<file path="src/rtl/mem_stage_lsu.sv">
// Memory stage of the 16-bit RISC pipeline: pass-through/constant write-back,
// word loads and stores over a req/ack bus with a watchdog timeout.
module mem_stage_lsu #(
    parameter int DATA_W  = 16,
    parameter int REG_W   = 3,
    parameter int TIMEOUT = 15,
    parameter int CNT_W   = 4
) (
    input  logic              clock,
    input  logic              reset,
    input  logic              mem_valid,
    input  logic [1:0]        mem_op,
    input  logic [DATA_W-1:0] mem_alu_out,
    input  logic [DATA_W-1:0] mem_reg2_val,
    input  logic [REG_W-1:0]  mem_fwd_reg,
    input  logic [DATA_W-1:0] mem_lb_const,
    output logic              mem_stall,
    output logic              dmem_req,
    output logic              dmem_we,
    output logic [DATA_W-1:0] dmem_addr,
    output logic [DATA_W-1:0] dmem_wdata,
    input  logic [DATA_W-1:0] dmem_rdata,
    input  logic              dmem_ack,
    output logic [DATA_W-1:0] wb_data,
    output logic [REG_W-1:0]  wb_reg,
    output logic              wb_en,
    output logic              dmem_err
);

    localparam logic [1:0] OP_PASS  = 2'b00;
    localparam logic [1:0] OP_LOAD  = 2'b01;
    localparam logic [1:0] OP_STORE = 2'b10;
    localparam logic [1:0] OP_CONST = 2'b11;
    localparam logic [CNT_W-1:0] LAST_CNT = CNT_W'(TIMEOUT - 1);

    typedef enum logic {
        IDLE = 1'b0,
        WAIT = 1'b1
    } state_t;

    state_t           state;
    logic [CNT_W-1:0] count;
    logic             timeout_hit;
    logic             mem_access;

    assign timeout_hit = (count == LAST_CNT);
    assign mem_access  = mem_valid && (mem_op == OP_LOAD || mem_op == OP_STORE);

    // Stall is forced low during reset so upstream is released while the access is abandoned.
    always_comb begin
        mem_stall = 1'b0;
        if (!reset) begin
            if (state == IDLE)
                mem_stall = mem_access;
            else
                mem_stall = !dmem_ack && !timeout_hit;
        end
    end

    always_ff @(posedge clock or posedge reset) begin
        if (reset) begin
            state      <= IDLE;
            count      <= '0;
            dmem_req   <= 1'b0;
            dmem_we    <= 1'b0;
            dmem_addr  <= '0;
            dmem_wdata <= '0;
            wb_data    <= '0;
            wb_reg     <= '0;
            wb_en      <= 1'b0;
            dmem_err   <= 1'b0;
        end else begin
            wb_en <= 1'b0;
            case (state)
                IDLE: begin
                    if (mem_valid) begin
                        case (mem_op)
                            OP_PASS: begin
                                wb_data <= mem_alu_out;
                                wb_reg  <= mem_fwd_reg;
                                wb_en   <= 1'b1;
                            end
                            OP_CONST: begin
                                wb_data <= mem_lb_const;
                                wb_reg  <= mem_fwd_reg;
                                wb_en   <= 1'b1;
                            end
                            default: begin
                                dmem_req   <= 1'b1;
                                dmem_we    <= (mem_op == OP_STORE);
                                dmem_addr  <= mem_alu_out;
                                dmem_wdata <= mem_reg2_val;
                                count      <= '0;
                                state      <= WAIT;
                            end
                        endcase
                    end
                end
                WAIT: begin
                    // Ack takes priority over a coincident timeout.
                    if (dmem_ack) begin
                        dmem_req <= 1'b0;
                        state    <= IDLE;
                        if (!dmem_we) begin
                            wb_data <= dmem_rdata;
                            wb_reg  <= mem_fwd_reg;
                            wb_en   <= 1'b1;
                        end
                    end else if (timeout_hit) begin
                        dmem_req <= 1'b0;
                        state    <= IDLE;
                        dmem_err <= 1'b1;
                        if (!dmem_we)
                            wb_data <= '0;
                    end else begin
                        count <= count + 1'b1;
                    end
                end
                default: state <= IDLE;
            endcase
        end
    end

endmodule
</file>
<file path="config.mk">
export PLATFORM = sky130hd
export DESIGN_NAME = mem_stage_lsu
export DESIGN_NICKNAME = d
export VERILOG_FILES = /design/src/rtl/mem_stage_lsu.sv
export SDC_FILE = /design/constraint.sdc
export NUM_CORES = 1
export LEC_CHECK = 0
export CORE_UTILIZATION = 41
export DETAILED_ROUTE_END_ITERATION = 8
export GPL_ROUTABILITY_DRIVEN = 0
export PLACE_DENSITY_LB_ADDON = 0.2
export SETUP_SLACK_MARGIN = 0.15
export SKIP_CTS_REPAIR_TIMING = 1
export SLEW_MARGIN = 20
export SYNTH_ARGS = -nofsm -noshare
export SYNTH_HDL_FRONTEND = slang
export SYNTH_SLANG_ARGS = --single-unit
</file>
<file path="constraint.sdc">
create_clock -name clock -period 2.5 [get_ports clock]
set_clock_uncertainty 0.15 [all_clocks]
set_input_delay 0.25 -clock clock [delete_from_list [all_inputs] [get_ports clock]]
set_output_delay 0.25 -clock clock [all_outputs]
set_load 0.01 [all_outputs]
</file>
Yosys cells after proc, flatten, opt, wreduce, memory -nomap -nowiden
Cells that the tools add are included.
{ "op_classes": {"n_eq_ne": 15, "addsub": 1, "n_mux": 34, "reduce_logical": 13, "bitwise_logic": 3} }
{ "op_table": {"columns": ["op", "n"], "rows": [
  ["$mux W16", 5],
  ["$pmux W16 S2", 2],
  ["$mux W4", 4],
  ["$mux W1", 14],
  ["$ne A2 B2 Y1 const B", 7],
  ["$mux W3", 4],
  ["$reduce_and A3 Y1", 3],
  ["$pmux W4 S2", 1],
  ["$reduce_and A4 Y1", 2],
  ["$ne A3 B3 Y1 const B", 2],
  ["$pmux W1 S2", 3],
  ["$pmux W3 S2", 1],
  ["$reduce_and A5 Y1", 1],
  ["$add A4 B1 Y4 const B", 1],
  ["$eq A2 B2 Y1 const B", 2],
  ["$eq A4 B4 Y1 const B", 1],
  ["$ne A3 B1 Y1 const B", 1],
  ["$ne A3 B2 Y1 const B", 1],
  ["$not A1 Y1", 3],
  ["$eq A2 B1 Y1 const B", 1],
  ["$logic_and A1 B1 Y1", 2],
  ["$logic_not A1 Y1", 2],
  ["$logic_not A2 Y1", 1],
  ["$reduce_or A2 Y1", 1],
  ["$logic_or A1 B1 Y1", 1]
]} }
{ "word_totals": {"output_inout_bits": 56, "in_bits": 73, "word_cells": 76, "ff_bits": 60} }

Longest topological paths before layout
{ "logic_depth": {"word_depth": 5, "mapped_depth": 7, "mapped_depth_nobuf": 5} }

Worst setup path after synthesis
No wires, ideal clock.
{ "synth_path": {"kind": "register to register", "start": "register count[0]", "end": "register wb_data[0]", "path_stages_with_launch": 7, "synth_period_minus_slack_ns": 1.786, "arrival_ns": 1.511, "slack_ns": 0.714, "t_required_ns": 2.225, "n_path_buf": 1, "setup_time_ns": 0.125, "path_cell_list": "dfrtp_1 -> inv_1 -> ha_1 -> nand3_2 -> o221ai_4 -> buf_12 -> mux2_4"} }
{ "synth_via": {"elab_chain_cells": 3, "word_cells_on_any_way": 4, "cone_classes": "eq/ne (3); reduce/logical (1)"} }
{ "synth_rtl": {"columns": ["item", "line", "rtl"], "rows": [
  ["start: declaration", "42", "logic [CNT_W-1:0] count;"],
  ["start signal: assignment", "116", "count <= count + 1'b1;"],
  ["$eq A4 B4 Y1 *", "46", "assign timeout_hit = (count == LAST_CNT);"],
  ["$ne A3 B3 Y1 (no source line) / $ne A3 B2 Y1 (equally long branches)", null, null],
  ["$reduce_and A5 Y1 (no source line) *", null, null],
  ["end signal: assignment", "79", "wb_data <= mem_alu_out;"],
  ["end signal: assignment", "84", "wb_data <= mem_lb_const;"],
  ["end signal: assignment", "105", "wb_data <= dmem_rdata;"],
  ["end: declaration", "24", "output logic [DATA_W-1:0] wb_data,"]
]} }
Mark *: on every way between the ends. The rest lies on a longest branch, timed or not.
A chain may end at the register's enable or synchronous reset.

Final worst setup path
{ "layout_path": {"start": "input port mem_op[0]", "end": "register dmem_addr[11]"} }
{ "layout_via": {"elab_chain_cells": 4, "word_cells_on_any_way": 5, "cone_classes": "eq/ne (1); bitwise (1); reduce/logical (3)"} }
{ "layout_rtl": {"columns": ["item", "line", "rtl"], "rows": [
  ["start: declaration", "12", "input logic [1:0] mem_op,"],
  ["$eq A2 B2 Y1 / $logic_not A2 Y1 (equally long branches)", "77", "case (mem_op)"],
  ["$reduce_or A2 Y1 (no source line) *", null, null],
  ["$not A1 Y1 (no source line) *", null, null],
  ["$reduce_and A3 Y1 (no source line) *", null, null],
  ["end signal: assignment", "91", "dmem_addr <= mem_alu_out;"],
  ["end: declaration", "20", "output logic [DATA_W-1:0] dmem_addr,"]
]} }
Marked as above.

==> flow_summary.json <==
{
  "synth.top_cells.by_area": "sky130_fd_sc_hd__dfrtp_1 54%, sky130_fd_sc_hd__mux2_2 17%, sky130_fd_sc_hd__mux2i_1 6.5%",
  "synth_enable_flop_cells": 0,
  "postLayoutCoreUtil_pct": 68.6,
  "antenna_violations_before_repair": 0,
  "worst_slew_margin_rel_pct": 64.0,
  "postPlaceCellArea_mm2": 0.00418,
  "max_stage_delay_ps": 490,
  "grt_setup_unrepaired": "false",
  "postSynthCellCount": 194,
  "timing.final.ws_setup_ps": 470,
  "max_clock_freq_mhz": 493,
  "avgSynthCellArea_um2": 14.4,
  "seq_area_frac_synth_pct": 53.8,
  "layout.cells.most_common_list": "127 x sky130_fd_sc_hd__clkdlybuf4s50_1, 60 x sky130_fd_sc_hd__dfrtp_1, 42 x sky130_fd_sc_hd__mux2_2, 18 x sky130_fd_sc_hd__mux2i_1, 16 x sky130_fd_sc_hd__o2bb2ai_1",
  "cts_tree": "done",
  "post_synth_arst_share_pct": 100,
  "floorplan.core_area_mm2": 0.00646,
  "worst_skew_late_latency_ps": 330,
  "cellPowerDensity_mw_per_mm2": 887,
  "clock_sink_count": 60,
  "layout.cells.most_common": "sky130_fd_sc_hd__clkdlybuf4s50_1",
  "drt_first_iter_violations": 79,
  "route.vias.total": 2081,
  "setup_viol_count_final": 0,
  "power.combinational.fraction_pct": 36.6,
  "maxCapViolations": 0,
  "count_of_cell_types_in_the_netlist": 29,
  "post-route-cell-area_mm2": 0.00443,
  "die-height_um": 84.5,
  "report.final.slew_viol_count": 0,
  "drt-total-wl_um": 6910,
  "synth-simple-area-share_pct": 3.59,
  "power_frac_seq_pct": 36.8,
  "worstHoldPathType": "primary input to async pin",
  "worst-path-max-fanout": 38,
  "yosys.area.top_type_share_pct": 53.8,
  "synth.cell_area_mm2": 0.00279,
  "power_leakage_nw": 1.88,
  "final_period_minus_worst_setup_slack_ps": 2030,
  "postRouteAntennaNets": 0,
  "grt_first_pass_wirelength_um": 11500,
  "final_antenna_diode_count": 0,
  "die-width_um": 84.5,
  "pre_cts_ws_ps": 125,
  "viasPerCell": 5.04,
  "status": "finished, violations left",
  "grt_start_max_net_pins": 39,
  "start_util_pct": 43.2,
  "io_pins": 129,
  "clock_tree.buffer_depth": 2,
  "clock_power_share_pct": 26.6,
  "top_regs": "dmem_addr (16), dmem_wdata (16), wb_data (16)",
  "synth_adder_area_share_pct": 2.24,
  "peakVddDrop_mv": 0.522,
  "crit_path_top_delay_cell": "sky130_fd_sc_hd__clkdlybuf4s50_1",
  "total_power_mw": 3.93,
  "finalSetupTns_ps": 0,
  "failed_checks": "design-rule violations",
  "synth_compound_area_share_pct": 8.02,
  "criticalPathCategory": "primary input to flop",
  "synthDominantAreaCellType": "sky130_fd_sc_hd__dfrtp_1",
  "place.detailed.hpwl_um": 5240,
  "power.switching_mw": 1.06,
  "design.final.nets": 409,
  "detail_route.wl_per_cell_um": 16.7,
  "drive_above_1_share_pct": 25.0,
  "synth_warnings": 0,
  "synth_xor_area_share_pct": 0,
  "first_global_vias": 2304,
  "numCtsBuffers": 9,
  "critical_path_required_ps": 2560,
  "worst-endpoint-arrival_ps": 2090,
  "first_pass_iteration_count_of_the_detailed_router": 6,
  "synthFlopType": "sky130_fd_sc_hd__dfrtp_1",
  "setup.worst_path.end_class": "flop",
  "port_buffers": 128,
  "combinational_family_with_the_most_area_after_synthesis": "multiplexers",
  "postSynthRegisterBits": 60,
  "critPathLaunchType": "primary input",
  "track_usage_pct": 21.0,
  "clk_transition_reported_paths_ps": 80,
  "internal-power_mw": 2.86,
  "cts-htree-levels": 3,
  "worst_margin_pin_slew_ps": 539,
  "post-route-drc-count": 11,
  "core.rowCount": 29,
  "report.final.hold_viol_count": 0,
  "fp.dieArea_mm2": 0.00714,
  "ctsRootBufferMaster": "sky130_fd_sc_hd__clkbuf_8",
  "post-route-period-util_pct": 81.2,
  "timing.critical_path.cells": "clkdlybuf4s50_1 > inv_1 > ha_1 > nand3b_1 > buf_4 > mux2_2",
  "grt.overflow.total": 0,
  "portion_of_netlist_area_occupied_by_mux_cells_pct": 28.8,
  "synth.net_count": 272,
  "switching_share_pct": 27.1,
  "layout-area-overhead-vs-synth_pct": 58.6
}
## through the flow
stage               hold WS, ps  std cells
global placement            306        397
detailed placement          293        397
global route                280        413
CTS                         218        413
floorplan                   250        194
finish                      222        413
## synthesized netlist by cell type (all sizes together), types with 2 or more instances
| cell | n |
|---|---|
| nand2b | 3 |
| o2bb2ai | 16 |
| nand3b | 2 |
| buf | 11 |
| ha | 5 |
| o21ai | 4 |
| inv | 5 |
| nand3 | 4 |
| dfrtp | 60 |
| mux2 | 52 |
| mux2i | 18 |
| nand2 | 3 |
## worst paths after layout
path	endpoint	cells past startpoint	slack (ps)	from
setup / recovery	dmem_addr[11]	6	470	mem_op[0]
hold / removal	dmem_wdata[12]	2	220	reset
setup reg to reg	wb_data[15]	5	560	state
hold reg to reg	dmem_err	1	310	dmem_err
max in group asynchronous	wb_data[15]	3	1400	reset
min in group clock	dmem_err	1	310	dmem_err
## final cells by class
class	count	area, µm²
Clock inverter	7	115
Fill cell	492	2030
Multi-Input combinational cell	118	1200
Inverter	5	18.8
Clock buffer	9	124
Sequential cell	60	1500
Timing Repair Buffer	137	1380
Tap cell	77	96.3
## logic make-up after synthesis
group / Yosys count
multiplexers: 70
flip-flops: 60
AO/OA/AOI/OAI: 26
AND/OR/NAND/NOR: 17
buffers and inverters: 16
adder cells (fa/ha/maj): 5
## critical path, delay by kind of cell
family | cells | cell delay [ps]
muxes | 1 | 410
buffers and inverters | 3 | 1000
adders and majority gates | 1 | 300
and+or+nand+nor | 1 | 120
## routing by layer
metal	routed length [µm]	share of wire (%)	global-route usage, %
met3	558	8.1	5.90
met5	0	0	0
met4	52	0.75	6.47
met1	2870	42	26.0
met2	3430	50	35.6
## power by group through the flow
| stage | Clock [mW] | Sequential, mW | Combinational (mW) |
|---|---|---|---|
| after floorplan | 0 | 1.58 | 0.497 |
| after global placement | 0 | 1.45 | 1.43 |
| after detailed placement | 0 | 1.46 | 1.44 |
| after CTS | 1.07 | 1.45 | 1.45 |
| after global routing | 1.11 | 1.49 | 1.53 |
| final | 1.04 | 1.44 | 1.44 |
(Power assumes the default switching activity.)
